### config.mk
export PLATFORM = sky130hd
export DESIGN_NAME = load_store_unit
export DESIGN_NICKNAME = d
export VERILOG_FILES = /design/src/rtl/load_store_unit.sv
export SDC_FILE = /design/constraint.sdc
export NUM_CORES = 1
export LEC_CHECK = 0
export CORE_ASPECT_RATIO = 1.25
export CORE_UTILIZATION = 40
export DETAILED_ROUTE_END_ITERATION = 8
export PLACE_DENSITY = 0.73
export SYNTH_ARGS = -nofsm -noshare
export SYNTH_HDL_FRONTEND = slang
export SYNTH_SLANG_ARGS = --single-unit
### constraint.sdc
create_clock -name clock -period 2.3 [get_ports clock]
set_input_delay 0.575 -clock clock [delete_from_list [all_inputs] [get_ports clock]]
set_output_delay 0.575 -clock clock [all_outputs]
set_load 0.03 [all_outputs]
### src/rtl/load_store_unit.sv
// Load/store unit: single-outstanding request bridge from a byte-addressed
// request/response port to a word-wide synchronous RAM port with byte enables.
// Sub-word stores replicate data across lanes; loads are lane-extracted and
// sign/zero extended before being returned.
module load_store_unit #(
  parameter int WORD_ADDR_W = 30
) (
  input  logic                   clock,
  input  logic                   reset_n,
  input  logic                   req_valid,
  output logic                   req_ready,
  input  logic                   req_we,
  input  logic [1:0]             req_size,
  input  logic                   req_unsigned,
  input  logic [31:0]            req_addr,
  input  logic [31:0]            req_wdata,
  output logic                   resp_valid,
  input  logic                   resp_ready,
  output logic [31:0]            resp_rdata,
  output logic                   resp_err,
  output logic [WORD_ADDR_W-1:0] mem_address,
  output logic                   mem_wren,
  output logic [3:0]             mem_byteena,
  output logic [31:0]            mem_data,
  input  logic [31:0]            mem_q
);

  localparam logic [1:0] S_IDLE  = 2'd0;
  localparam logic [1:0] S_ISSUE = 2'd1;
  localparam logic [1:0] S_WAIT  = 2'd2;
  localparam logic [1:0] S_RESP  = 2'd3;

  // Request is illegal when the size code is reserved or the address is not
  // naturally aligned to the access size.
  function automatic logic f_is_err(input logic [1:0] size, input logic [1:0] lo);
    logic err;
    case (size)
      2'b00:   err = 1'b0;
      2'b01:   err = lo[0];
      2'b10:   err = |lo;
      default: err = 1'b1;
    endcase
    return err;
  endfunction

  // Lanes touched by an aligned access.
  function automatic logic [3:0] f_byteena(input logic [1:0] size, input logic [1:0] lo);
    logic [3:0] be;
    case (size)
      2'b00: begin
        case (lo)
          2'b00:   be = 4'b0001;
          2'b01:   be = 4'b0010;
          2'b10:   be = 4'b0100;
          default: be = 4'b1000;
        endcase
      end
      2'b01:   be = lo[1] ? 4'b1100 : 4'b0011;
      2'b10:   be = 4'b1111;
      default: be = 4'b0000;
    endcase
    return be;
  endfunction

  // Right-justified store data is replicated so every enabled lane sees it.
  function automatic logic [31:0] f_replicate(input logic [1:0] size, input logic [31:0] w);
    logic [31:0] d;
    case (size)
      2'b00:   d = {4{w[7:0]}};
      2'b01:   d = {2{w[15:0]}};
      default: d = w;
    endcase
    return d;
  endfunction

  // Pick the addressed lane out of the RAM word and extend it to 32 bits.
  function automatic logic [31:0] f_extract(input logic [1:0]  size,
                                            input logic        uns,
                                            input logic [1:0]  lane,
                                            input logic [31:0] q);
    logic [7:0]  b;
    logic [15:0] h;
    logic [31:0] r;
    case (lane)
      2'b00:   b = q[7:0];
      2'b01:   b = q[15:8];
      2'b10:   b = q[23:16];
      default: b = q[31:24];
    endcase
    h = lane[1] ? q[31:16] : q[15:0];
    case (size)
      2'b00:   r = {{24{~uns & b[7]}}, b};
      2'b01:   r = {{16{~uns & h[15]}}, h};
      2'b10:   r = q;
      default: r = 32'h0000_0000;
    endcase
    return r;
  endfunction

  logic [1:0]             r_state;
  logic [1:0]             w_next_state;
  logic                   r_we;
  logic [1:0]             r_size;
  logic                   r_uns;
  logic [1:0]             r_lane;
  logic [3:0]             r_be;
  logic [WORD_ADDR_W-1:0] r_mem_address;
  logic [31:0]            r_mem_data;
  logic [31:0]            r_rdata;
  logic                   r_err;
  logic                   w_accept;
  logic                   w_req_err;

  assign w_accept  = (r_state == S_IDLE) & req_valid;
  assign w_req_err = f_is_err(req_size, req_addr[1:0]);

  // Next-state selection for the request sequencer.
  always_comb begin
    w_next_state = r_state;
    case (r_state)
      S_IDLE: begin
        if (req_valid) begin
          w_next_state = w_req_err ? S_RESP : S_ISSUE;
        end else begin
          w_next_state = S_IDLE;
        end
      end
      S_ISSUE: w_next_state = r_we ? S_RESP : S_WAIT;
      S_WAIT:  w_next_state = S_RESP;
      S_RESP: begin
        if (resp_ready) begin
          w_next_state = S_IDLE;
        end else begin
          w_next_state = S_RESP;
        end
      end
      default: w_next_state = S_IDLE;
    endcase
  end

  // State register; reset aborts any in-flight request.
  always_ff @(posedge clock or negedge reset_n) begin
    if (!reset_n) begin
      r_state <= S_IDLE;
    end else begin
      r_state <= w_next_state;
    end
  end

  // Capture request attributes on acceptance.
  always_ff @(posedge clock or negedge reset_n) begin
    if (!reset_n) begin
      r_we   <= 1'b0;
      r_size <= 2'b00;
      r_uns  <= 1'b0;
      r_lane <= 2'b00;
      r_be   <= 4'b0000;
    end else if (w_accept) begin
      r_we   <= req_we;
      r_size <= req_size;
      r_uns  <= req_unsigned;
      r_lane <= req_addr[1:0];
      r_be   <= f_byteena(req_size, req_addr[1:0]);
    end
  end

  // RAM address/data only move for legal requests, so errors leave the port untouched.
  always_ff @(posedge clock or negedge reset_n) begin
    if (!reset_n) begin
      r_mem_address <= '0;
      r_mem_data    <= 32'h0000_0000;
    end else if (w_accept && !w_req_err) begin
      r_mem_address <= req_addr[WORD_ADDR_W+1:2];
      r_mem_data    <= f_replicate(req_size, req_wdata);
    end
  end

  // Response payload: cleared on accept, filled from RAM in WAIT, held through RESP.
  always_ff @(posedge clock or negedge reset_n) begin
    if (!reset_n) begin
      r_rdata <= 32'h0000_0000;
      r_err   <= 1'b0;
    end else if (w_accept) begin
      r_rdata <= 32'h0000_0000;
      r_err   <= w_req_err;
    end else if (r_state == S_WAIT) begin
      r_rdata <= f_extract(r_size, r_uns, r_lane, mem_q);
    end else if ((r_state == S_RESP) && resp_ready) begin
      r_rdata <= 32'h0000_0000;
      r_err   <= 1'b0;
    end
  end

  // Handshake and RAM strobes come only from the state register.
  assign req_ready   = (r_state == S_IDLE);
  assign resp_valid  = (r_state == S_RESP);
  assign mem_wren    = (r_state == S_ISSUE) & r_we;
  assign mem_byteena = (r_state == S_ISSUE) ? r_be : 4'b0000;
  assign mem_address = r_mem_address;
  assign mem_data    = r_mem_data;
  assign resp_rdata  = r_rdata;
  assign resp_err    = r_err;

endmodule

# Word level (Yosys, flattened, before mapping)
# Cells that the tools add are included.
op_classes:
  n_eq_ne: 12
  n_mux: 22
  n_bitwise: 5
  n_reduce_logical: 12
ops:
  columns: ["op", "n"]
  rows:
  - ["two-way mux 32 bit", 3]
  - ["one-hot mux 32 bit (3 select lines)", 1]
  - ["one-hot mux 32 bit (2 select lines)", 1]
  - ["one-hot mux 4 bit (3 select lines)", 2]
  - ["one-hot mux 8 bit (3 select lines)", 1]
  - ["two-way mux 16 bit", 1]
  - ["two-way mux 8 bit", 2]
  - ["equality test 2 bit, second input constant", 6]
  - ["equality test 2 x 1 -> 1 bit, second input constant", 5]
  - ["logical NOT 2 bit", 5]
  - ["two-way mux 4 bit", 2]
  - ["one-hot mux 2 bit (4 select lines)", 1]
  - ["two-way mux 2 bit", 3]
  - ["AND 1 bit", 4]
  - ["two-way mux 1 bit", 4]
  - ["one-hot mux 1 bit (3 select lines)", 1]
  - ["nonzero test 3 bit", 1]
  - ["logical AND 1 bit", 2]
  - ["inequality test 2 bit, second input constant", 1]
  - ["AND reduction 2 bit", 1]
  - ["nonzero test 2 bit", 1]
  - ["OR reduction 2 bit", 1]
  - ["logical NOT 1 bit", 1]
  - ["inverter 1 bit", 1]
totals:
  regBits: 107
  out_inout_bits: 102
  elab_cells: 61

# Logic depth before layout (Yosys ltp)
# Gate-level depths: netlist of the first run.
depth:
  word_depth: 8
  depth_mapped: 6
  depth_no_buf: 3

# Worst setup path after synthesis of the first run
# No wires, ideal clock.
synth_timing:
  path_kind: "input to register"
  startpoint: "input req_size[0]"
  endpoint: "register r_mem_address[0] (netlist: mem_address[0])"
  setup_ps: 125
  arrival_ps: 2001
  required_time_ps: 2175
  slack_ps: 173
  path_stages: 5
  path_cell_list: "clkbuf_1 or3_4 a21oi_4 buf_12 mux2_4"
synth_via:
  elab_chain_cells: 4
  elab_cells_between_ends: 6
  classes_between: "eq/ne (2); mux (1); reduce/logical (3)"
synth_rtl:
  columns: ["element", "line", "source"]
  rows:
  - ["start: declaration", "13", "input logic [1:0] req_size,"]
  - ["equality test 2 bit, or another cell as far along", "37", "case (size)"]
  - ["one-hot mux 1 bit (3 select lines) (*)", "37", null]
  - ["logical NOT 1 bit (*)", "172", "end else if (w_accept && !w_req_err) begin"]
  - ["logical AND 1 bit (*)", "172", null]
  - ["end signal: assignment", "173", "r_mem_address <= req_addr[WORD_ADDR_W+1:2];"]
  - ["end: declaration", "107", "logic [WORD_ADDR_W-1:0] r_mem_address;"]
# Every way passes the cells marked *; elsewhere a longest branch is shown, timed or not.
# A chain may end at the register's enable or synchronous reset.

# Final worst setup path of the first run
layout_timing:
  startpoint: "register r_state[1]"
  endpoint: "output mem_byteena[2]"
layout_via:
  elab_chain_cells: 2
layout_rtl:
  columns: ["element", "line", "source"]
  rows:
  - ["start: declaration", "100", "logic [1:0] r_state;"]
  - ["start signal: assignment", "146", "r_state <= w_next_state;"]
  - ["equality test 2 x 1 -> 1 bit", "198", "assign mem_byteena = (r_state == S_ISSUE) ? r_be : 4'b0000;"]
  - ["two-way mux 4 bit", "198", null]
  - ["end: declaration", "23", "output logic [3:0] mem_byteena,"]
# Every way passes these cells.

==> results of run 1 <==
==> flip-flops by register name, indices dropped and copies added (netlist names) <==
name         flops
r_we             1
mem_address     30
r_lane           2
mem_data        32
r_uns            1
resp_err         1
r_state          2
resp_rdata      32
r_be             4
r_size           2
==> power groups by stage <==
stage | clock [mW] | sequential (mW) | combinational, mW
final | 1.66 | 3.23 | 5.85
after global routing | 1.77 | 3.33 | 6.18
after CTS | 1.68 | 3.24 | 5.89
after detailed placement | 0 | 3.22 | 5.91
after global placement | 0 | 3.23 | 5.78
after floorplan | 0 | 4.53 | 2.20
==> worst paths after layout <==
kind,start,end,depth (start not counted)
worst min-delay path,reset_n,resp_rdata[30]$_DFFE_PN0P_,1
worst max-delay path,r_state[1]$_DFF_PN0_,mem_byteena[2],3
max in group asynchronous,reset_n,resp_err$_DFFE_PN0P_,2
worst max register to register,r_state[0]$_DFF_PN0_,mem_data[9]$_DFFE_PN0P_,5
min in group clock,r_be[3]$_DFFE_PN0P_,r_be[3]$_DFFE_PN0P_,2
worst min register to register,r_be[3]$_DFFE_PN0P_,r_be[3]$_DFFE_PN0P_,2
==> synthesized netlist by cell type (all sizes together) <==
master | n | area [um^2]
nor4b | 1 | 8.760
nor2b | 9 | 56.30
a221oi | 7 | 61.31
mux4 | 1 | 22.52
o21ai | 41 | 205.2
or2 | 2 | 12.51
mux2 | 91 | 1250
nor4bb | 1 | 10.01
inv | 2 | 7.510
nand2b | 1 | 6.260
and2 | 13 | 81.33
or3 | 1 | 11.26
nor2 | 5 | 21.27
a221o | 7 | 70.07
nand2 | 32 | 120.1
mux2i | 23 | 230.2
and4bb | 1 | 12.51
o211ai | 17 | 127.6
nand3 | 12 | 60.06
buf | 16 | 172.7
a22oi | 8 | 60.06
nor3 | 8 | 40.04
or3b | 2 | 17.52
clkbuf | 18 | 67.56
a21o | 3 | 22.52
a21boi | 2 | 15.02
a21oi | 13 | 76.33
dfrtp | 107 | 2678
==> per-layer routing <==
layer  share of wire [%]  wire length [um]
met5                   0                 0
met2                  48              7528
met3                 8.4              1324
met4                 3.1               485
met1                  41              6364
==> layout by cell type, fill, tap and decap left out, types with 8 or more instances in the layout <==
cell type and count:
mux2_4 60, a21oi_1 12, a22oi_1 8, dfrtp_1 107, mux2_2 31, o211ai_1 17
nor3_1 8, clkbuf_16 9, buf_4 25, clkdlybuf4s50_1 197, mux2i_1 23, nand3_1 12
nor2b_1 9, nand2_1 32, o21ai_0 40, and2_1 13
==> cell type report <==
| cell class | instances | area share (%) |
|---|---|---|
| sequential | 107 | 32.79 |
| multi-input combinational | 301 | 31.83 |
| timing repair buffer | 234 | 28.70 |
| clock buffer | 9 | 2.758 |
| tap | 171 | 2.620 |
| clock inverter | 7 | 1.211 |
| inverter | 2 | 0.09194 |
==> repair_timing <==
action / 4_1_cts / 5_1_grt
setup endpoints to repair: 5 / 0
buffers inserted: 0 / 0
endpoints found under the hold margin: 0 / 0
gates resized for setup: 5 / 0
==> logic make-up after synthesis <==
group | Yosys count | share of synthesized area [%]
AO/OA/AOI/OAI | 98 | 11.55
AND/OR/NAND/NOR | 88 | 8.290
flip-flops | 107 | 48.47
multiplexers | 115 | 27.20
buffers and inverters | 36 | 4.485
==> stage by stage <==
| stage | setup TNS [ns] | std cells | power, mW |
|---|---|---|---|
| after global routing | 0 | 831 | 11.28 |
| after CTS | 0 | 831 | 10.81 |
| final | 0 | 831 | 10.75 |
| after floorplan | 0 | 444 | 6.729 |
| after detailed placement | -11.23 | 815 | 9.129 |
| after global placement | -9.297 | 815 | 9.015 |
==> impl_metrics.env, run 1 <==
export IMPL_syn_avg_cell_area_um2=12.44
export IMPL_outcome="finished clean"
export IMPL_clk_path_buf_depth=2
export IMPL_yosysSeqAreaShare_pct=48.47
export IMPL_slew_viol_final=0
export IMPL_power_density_nw_per_um2=1316
export IMPL_gp_congestion=0.8795
export IMPL_slowest_stage="dlygate4sd2_1"
export IMPL_use_met3_pct=5.871
export IMPL_skew_ns=0.01013
export IMPL_firstDrtPassIters=5
export IMPL_p_leak_nw=3.477
export IMPL_numClockSinks=107
export IMPL_critPathRequiredTime_ns=1.73
export IMPL_p_sw_mw=4.337
export IMPL_htreeDepth=3
export IMPL_ant_nets=0
export IMPL_pwr_share_seq_pct=30.1
export IMPL_drv_cap=0
export IMPL_max_freq_mhz=462.1
export IMPL_r2r_slack_ns=0.34
export IMPL_period_minus_slack_ns=2.164
export IMPL_dpl_hpwl_um=11780
export IMPL_route_detailed_drc=0
export IMPL_syn_num_nets=548
export IMPL_met1_usage_pct=28.24
export IMPL_routed_via_density=5.273
export IMPL_drtIter0Drc=126
export IMPL_fill_cells=1052
export IMPL_antenna_found_initial=0
export IMPL_drive_gt1_share_pct=22.27
export IMPL_overflow=0
export IMPL_start_util_pct=41.38
export IMPL_track_usage_pct=23.05
export IMPL_die_area_um2=14290
export IMPL_start_kind="register"
export IMPL_path_delay_family="simple AND/OR/NAND/NOR gates"
export IMPL_gr_max_usage_layer="met2"
export IMPL_cell_internal_pwr_mw=6.409
export IMPL_ios=206
export IMPL_cpPeakStageDelay_ns=0.41
export IMPL_critPathKind="register to primary output"
export IMPL_worstPathCellList="nor2b_1, and2_1, dlygate4sd2_1"
export IMPL_grt_max_degree=41
export IMPL_ys_warnings_count=0
export IMPL_cts_buffers=9
export IMPL_core_area_um2=13350
export IMPL_finalWirelength_um=15700
export IMPL_finalHoldWorstSlack_ns=0.1950
export IMPL_setup_viol=0
export IMPL_use_met2_pct=37.74
export IMPL_grt_pass1_vias=4763
export IMPL_ctsHoldBuffers=0
export IMPL_synthDistinctLibCells=37
export IMPL_grt_pass1_wl_um=25140
export IMPL_diodes=0
export IMPL_regArea_um2=2678
export IMPL_worstMarginPinSlew_ns=0.6377
export IMPL_post_dp_cell_area_um2=7848
export IMPL_swShare_pct=40.36
export IMPL_cp_num_buf_inv=1
export IMPL_syn_to_final_growth_pct=47.81
export IMPL_hold_class="input pin to asynchronous set/reset pin"
export IMPL_stdcell_area_um2=8165
export IMPL_fin_ws_ns=0.1360
export IMPL_die_x_um=107.1
export IMPL_multiInputGateArea_um2=2599
export IMPL_p_clk_share_pct=15.4
export IMPL_cts_clk_slew_worst_paths_ns=0.08
export IMPL_rsz0062_at_grt="no"
export IMPL_rows=47
export IMPL_fin_util_pct=61.17
export IMPL_dp_slack_ns=-0.2158
export IMPL_clock_latency_ns=0.36
export IMPL_die_h_um=133.4
export IMPL_cts_tree="built"
export IMPL_synth_cells=444
export IMPL_routedWlPerCell_um=18.90
export IMPL_port_buffers=205
export IMPL_ys_ff_latch=107
export IMPL_clockRootBuffer="clkbuf_16"
export IMPL_nNetsFinal=759
export IMPL_power_frac_comb_pct=54.5
export IMPL_max_slew_margin_rel_pct=57.49
export IMPL_crit_path_end_kind="primary output"
export IMPL_cp_arrival_ns=1.59
export IMPL_worstPathMaxFanout=5
export IMPL_ir_drop_uv=823.1
export IMPL_synth_area_um2=5524
export IMPL_hold_violations=0
export IMPL_period_share_pct=94.09
export IMPL_vias=4382
(Power assumes the default switching activity.)
==> inputs of run 2 (changes only) <==
--- a/config.mk
+++ b/config.mk
@@ -8,6 +8,7 @@
 export CORE_ASPECT_RATIO = 1.25
 export CORE_UTILIZATION = 40
 export DETAILED_ROUTE_END_ITERATION = 8
+export GPL_TIMING_DRIVEN = 0
 export PLACE_DENSITY = 0.73
 export SYNTH_ARGS = -nofsm -noshare
 export SYNTH_HDL_FRONTEND = slang
==> constraint.sdc (replaced) <==
create_clock -name clock -period 2.3 [get_ports clock]
set_input_delay 0.23 -clock clock [delete_from_list [all_inputs] [get_ports clock]]
set_output_delay 0.23 -clock clock [all_outputs]
set_load 0.03 [all_outputs]
==> run 2 against run 1 <==
Against the previous run: utilization shrank 0.17 points; fmax increased by 1.9%; clock-buffer cell count is the same; sequential power decreased by 1%; first-iteration DRC count grew 16%; register-to-register slack got worse by 0.07 ns; combinational power barely moved; critical path depth rose by 1; clock skew is 0.0024 ns lower; global-route usage rose by 0.14 points; cell count rose by 0.72%; critical endpoint is now mem_wren.
==> impl_metrics.env, run 2 (same netlist as run 1, synthesis figures left out) <==
export IMPL_rsz0062_at_grt="no"
export IMPL_grt_max_degree=66
export IMPL_numClockSinks=107
export IMPL_setup_viol=0
export IMPL_crit_path_end_kind="primary output"
export IMPL_multiInputGateArea_um2=2601
export IMPL_power_density_nw_per_um2=1319
export IMPL_skew_ns=0.007688
export IMPL_clock_latency_ns=0.35
export IMPL_slew_viol_final=0
export IMPL_die_area_um2=14290
export IMPL_critPathRequiredTime_ns=2.07
export IMPL_outcome="finished clean"
export IMPL_nNetsFinal=765
export IMPL_antenna_found_initial=0
export IMPL_finalWirelength_um=16090
export IMPL_routedWlPerCell_um=19.23
export IMPL_rows=47
export IMPL_vias=4482
export IMPL_period_minus_slack_ns=2.124
export IMPL_pwr_share_seq_pct=29.7
export IMPL_p_leak_nw=3.434
export IMPL_drv_cap=0
export IMPL_hold_violations=0
export IMPL_max_freq_mhz=470.7
export IMPL_critPathKind="register to primary output"
export IMPL_layout_common_cells="clkdlybuf4s50_1, dfrtp_1, mux2_4"
export IMPL_cpPeakStageDelay_ns=0.44
export IMPL_dpl_hpwl_um=12330
export IMPL_ant_nets=0
export IMPL_final_cells=837
export IMPL_fill_cells=1115
export IMPL_start_kind="register"
export IMPL_drive_gt1_share_pct=19.67
export IMPL_gp_congestion=0.8388
export IMPL_cts_setup_buffers=0
export IMPL_clockRootBuffer="clkbuf_16"
export IMPL_clk_path_buf_depth=2
export IMPL_cts_tree="built"
export IMPL_die_x_um=107.1
export IMPL_p_sw_mw=4.302
export IMPL_start_util_pct=41.38
export IMPL_port_buffers=204
export IMPL_cts_clk_slew_worst_paths_ns=0.07
export IMPL_worstMarginPinSlew_ns=0.8225
export IMPL_dp_cells=820
export IMPL_worstPathCellList="clkbuf_1, nor2b_2, and2_1, dlygate4sd2_1"
export IMPL_final_common_cell="clkdlybuf4s50_1"
export IMPL_cell_internal_pwr_mw=6.442
export IMPL_firstDrtPassIters=4
export IMPL_overflow=0
export IMPL_die_h_um=133.4
export IMPL_cp_arrival_ns=1.89
export IMPL_regArea_um2=2678
export IMPL_core_area_um2=13350
export IMPL_ir_drop_uv=707.3
export IMPL_htreeDepth=3
export IMPL_diodes=0
export IMPL_routed_via_density=5.355
export IMPL_tns_ns=0
export IMPL_swShare_pct=40.04
export IMPL_grt_pass1_vias=4892
export IMPL_grt_pass1_wl_um=25210
export IMPL_worstPathMaxFanout=10
export IMPL_cts_buffers=9
export IMPL_period_share_pct=92.37
export IMPL_hold_class="input pin to asynchronous set/reset pin"
export IMPL_slowest_stage="dlygate4sd2_1"
export IMPL_power_frac_comb_pct=54.4
export IMPL_p_clk_share_pct=15.9
export IMPL_max_slew_margin_rel_pct=44.96
export IMPL_drtIter0Drc=146
export IMPL_r2r_slack_ns=0.27
export IMPL_route_detailed_drc=0
export IMPL_ios=206
export IMPL_finalHoldWorstSlack_ns=0.4264
export IMPL_track_usage_pct=23.19
export IMPL_syn_to_final_growth_pct=47.41
## run 2: critical path, delay by kind of cell (launching register included)
kind	cells	cell delay, ns
buffers and inverters	2	0.72
flip-flops	1	0.36
AND/OR/NAND/NOR	2	0.46
## run 2: metrics by stage
| step | power, mW | worst slack, ns | area (um^2) | utilization, % |
|---|---|---|---|---|
| final | 10.74 | 0.1755 | 8143 | 61.00 |
| after detailed placement | 9.064 | -0.1481 | 7805 | 58.47 |
| after CTS | 10.81 | 0.1451 | 8143 | 61.00 |
| after global placement | 8.931 | -3.000 | 7780 | 58.28 |
| after global routing | 11.26 | 0.02348 | 8143 | 61.00 |
| after floorplan | 6.729 | 0.4250 | 5524 | - |
## run 2: final timing paths
kind | endpoint | depth (start not counted) | startpoint
worst max-delay path | mem_wren | 4 | r_state[0]$_DFF_PN0_
worst min-delay path | resp_rdata[8]$_DFFE_PN0P_ | 2 | reset_n
worst max register to register | resp_rdata[25]$_DFFE_PN0P_ | 5 | r_lane[1]$_DFFE_PN0P_
worst min register to register | r_be[3]$_DFFE_PN0P_ | 2 | r_be[3]$_DFFE_PN0P_
max in group asynchronous | mem_data[12]$_DFFE_PN0P_ | 3 | reset_n
min in group clock | resp_err$_DFFE_PN0P_ | 4 | req_size[0]
## run 2: power by group through the flow
stage | combinational (mW) | clock, mW | sequential (mW)
after floorplan | 2.20 | 0 | 4.53
after global placement | 5.76 | 0 | 3.17
after detailed placement | 5.87 | 0 | 3.19
after CTS | 5.88 | 1.73 | 3.19
after global routing | 6.16 | 1.82 | 3.29
final | 5.84 | 1.71 | 3.19
## run 2: final cells by class
type	count	area share [%]
Tap cell	171	2.628
Sequential cell	107	32.88
Clock buffer	9	2.766
Timing Repair Buffer	206	25.43
Inverter	2	0.09219
Buffer	34	2.950
Clock inverter	7	1.306
Multi-Input combinational cell	301	31.95
## run 2: per-layer routing
| layer | up-vias | GRT usage, % | routed length (um) |
|---|---|---|---|
| li1 | 2056 | - | - |
| met1 | 2176 | 25.70 | 6086 |
| met2 | 224 | 39.93 | 7922 |
| met3 | 26 | 8.513 | 1686 |
| met4 | 0 | 9.361 | 399 |
| met5 | - | 0 | 0 |
## run 2: what timing repair did
item,4_1_cts,5_1_grt
hold buffers,1,0
gates resized for setup,6,0
setup endpoints to repair,5,0
endpoints found under the hold margin,42,0
==> inputs of run 3 (changes only) <==
--- a/config.mk
+++ b/config.mk
@@ -6,6 +6,7 @@
 export NUM_CORES = 1
 export LEC_CHECK = 0
 export CORE_ASPECT_RATIO = 1.25
+export CORE_MARGIN = 2
 export CORE_UTILIZATION = 40
 export DETAILED_ROUTE_END_ITERATION = 8
 export GPL_TIMING_DRIVEN = 0
==> run 3 against run 2 <==
Against the previous run: flip-flop and latch count is the same; fmax fell by 0.73%; non-clock buffer count down 1; wire length is 1.8% lower; cell count rose by 0.36%; hold slack improved by 0.023 ns; critical endpoint is now mem_data[6]$_DFFE_PN0P_; final area is essentially flat; sequential power hardly changed; first-iteration DRC count fell by 18%; highest routed layer unchanged; die area is 3.4% higher; sequential share of layout area hardly changed.
==> impl_metrics.env, run 3 (same netlist as run 1, synthesis figures left out) <==
export IMPL_outcome="finished clean"
export IMPL_fill_cells=1133
export IMPL_start_kind="register"
export IMPL_clockRootBuffer="clkbuf_16"
export IMPL_r2r_start="r_state[0]$_DFF_PN0_"
export IMPL_vias=4435
export IMPL_max_slew_margin_rel_pct=48.92
export IMPL_layout_common_cells="clkdlybuf4s50_1, dfrtp_1, mux2_4"
export IMPL_use_met2_pct=34.33
export IMPL_grt_max_degree=59
export IMPL_core_area_um2=13630
export IMPL_tns_ns=0
export IMPL_start_util_pct=40.52
export IMPL_slew_viol_final=0
export IMPL_drv_cap=0
export IMPL_hold_class="input pin to register"
export IMPL_grt_pass1_wl_um=24630
export IMPL_clk_path_buf_depth=2
export IMPL_power_density_nw_per_um2=1307
export IMPL_routed_via_density=5.280
export IMPL_overflow=0
export IMPL_final_cells=840
export IMPL_dp_slack_ns=-0.1180
export IMPL_period_minus_slack_ns=2.140
export IMPL_finalWirelength_um=15800
export IMPL_finalHoldWorstSlack_ns=0.4498
export IMPL_gr_max_usage_layer="met2"
export IMPL_cp_startpoint="r_state[0]$_DFF_PN0_"
export IMPL_cts_setup_buffers=0
export IMPL_max_freq_mhz=467.3
export IMPL_gp_congestion=0.8909
export IMPL_dp_cells=824
export IMPL_fin_ws_ns=0.1600
export IMPL_p_leak_nw=3.466
export IMPL_grt_pass1_vias=4739
export IMPL_track_usage_pct=21.60
export IMPL_die_x_um=109.1
export IMPL_drive_gt1_share_pct=19.85
export IMPL_ios=206
export IMPL_worstPathMaxFanout=12
export IMPL_diodes=0
export IMPL_cts_tree="built"
export IMPL_critPathKind="register to register"
export IMPL_drtIter0Drc=120
export IMPL_clock_latency_ns=0.35
export IMPL_cts_clk_slew_worst_paths_ns=0.07
export IMPL_antenna_found_initial=0
export IMPL_ant_nets=0
export IMPL_use_met3_pct=8.033
export IMPL_rsz0062_at_grt="no"
export IMPL_skew_ns=0.01010
export IMPL_crit_path_end_kind="register"
export IMPL_met1_usage_pct=26.23
export IMPL_hold_violations=0
export IMPL_worstMarginPinSlew_ns=0.7634
export IMPL_firstDrtPassIters=4
export IMPL_critPathRequiredTime_ns=2.53
export IMPL_die_area_um2=14770
export IMPL_die_h_um=135.4
export IMPL_period_share_pct=93.04
export IMPL_htreeDepth=3
export IMPL_route_detailed_drc=0
export IMPL_cp_arrival_ns=2.37
export IMPL_cts_buffers=9
export IMPL_syn_to_final_growth_pct=47.27
export IMPL_hold_start="req_size[0]"
export IMPL_routedWlPerCell_um=18.81
export IMPL_port_buffers=204
export IMPL_numClockSinks=107
export IMPL_setup_viol=0
export IMPL_ir_drop_uv=762.1
export IMPL_final_common_cell="clkdlybuf4s50_1"
export IMPL_dpl_hpwl_um=12160
export IMPL_rows=48
export IMPL_nNetsFinal=764
export IMPL_fin_util_pct=59.67
==> run 3: repair_timing <==
item                       in CTS  in global routing
resized for setup               3                  4
hold buffers                    1                  0
hold endpoints to repair       57                  0
setup endpoints to repair       5                  3
==> run 3: critical path, cell delays in order, from the launching register on <==
cell     delay (ns)
dfrtp_2        0.48
or3b_1         0.41
buf_6          0.15
a21oi_4        0.44
buf_12         0.23
mux2_4         0.31
==> run 3: layout make-up <==
| cell class | count | area [um^2] | share of cell area [%] |
|---|---|---|---|
| tap | 175 | 219.0 | 2.691 |
| inverter | 2 | 7.507 | 0.09228 |
| timing repair buffer | 206 | 2082 | 25.59 |
| multi-input combinational | 301 | 2601 | 31.97 |
| clock inverter | 6 | 71.32 | 0.8767 |
| clock buffer | 10 | 239.0 | 2.938 |
| buffer | 33 | 236.5 | 2.907 |
| sequential | 107 | 2679 | 32.93 |
==> run 3: where the power goes <==
group / total, mW / switching, mW / leakage (nW) / internal (mW)
Clock: 1.62 / 0.733 / 0.151 / 0.887
Sequential: 3.22 / 0.514 / 1.35 / 2.70
Combinational: 5.80 / 3.03 / 1.97 / 2.77
==> run 3: stage by stage <==
stage	area [um^2]	total power, mW
3_5_place_dp	7810	9.044
5_1_grt	8135	11.19
4_1_cts	8127	10.71
6_report	8135	10.63
2_1_floorplan	5524	6.729
3_3_place_gp	7785	8.936
==> run 3: worst paths after layout <==
check | end | slack, ns | cells past startpoint
max in group asynchronous | mem_data[28]$_DFFE_PN0P_ | 1.07 | 3
worst max register to register | mem_data[6]$_DFFE_PN0P_ | 0.16 | 5
worst min-delay path | resp_err$_DFFE_PN0P_ | 0.45 | 4
worst min register to register | r_be[2]$_DFFE_PN0P_ | 0.48 | 2
worst max-delay path | mem_data[6]$_DFFE_PN0P_ | 0.16 | 5
min in group asynchronous | resp_rdata[28]$_DFFE_PN0P_ | 0.51 | 2
==> run 3: routing by layer <==
metal	vias up	share of wire [%]
met1	2160	40
met2	189	47
met3	39	9.6
li1	2047	-
met5	-	0
met4	0	3.3
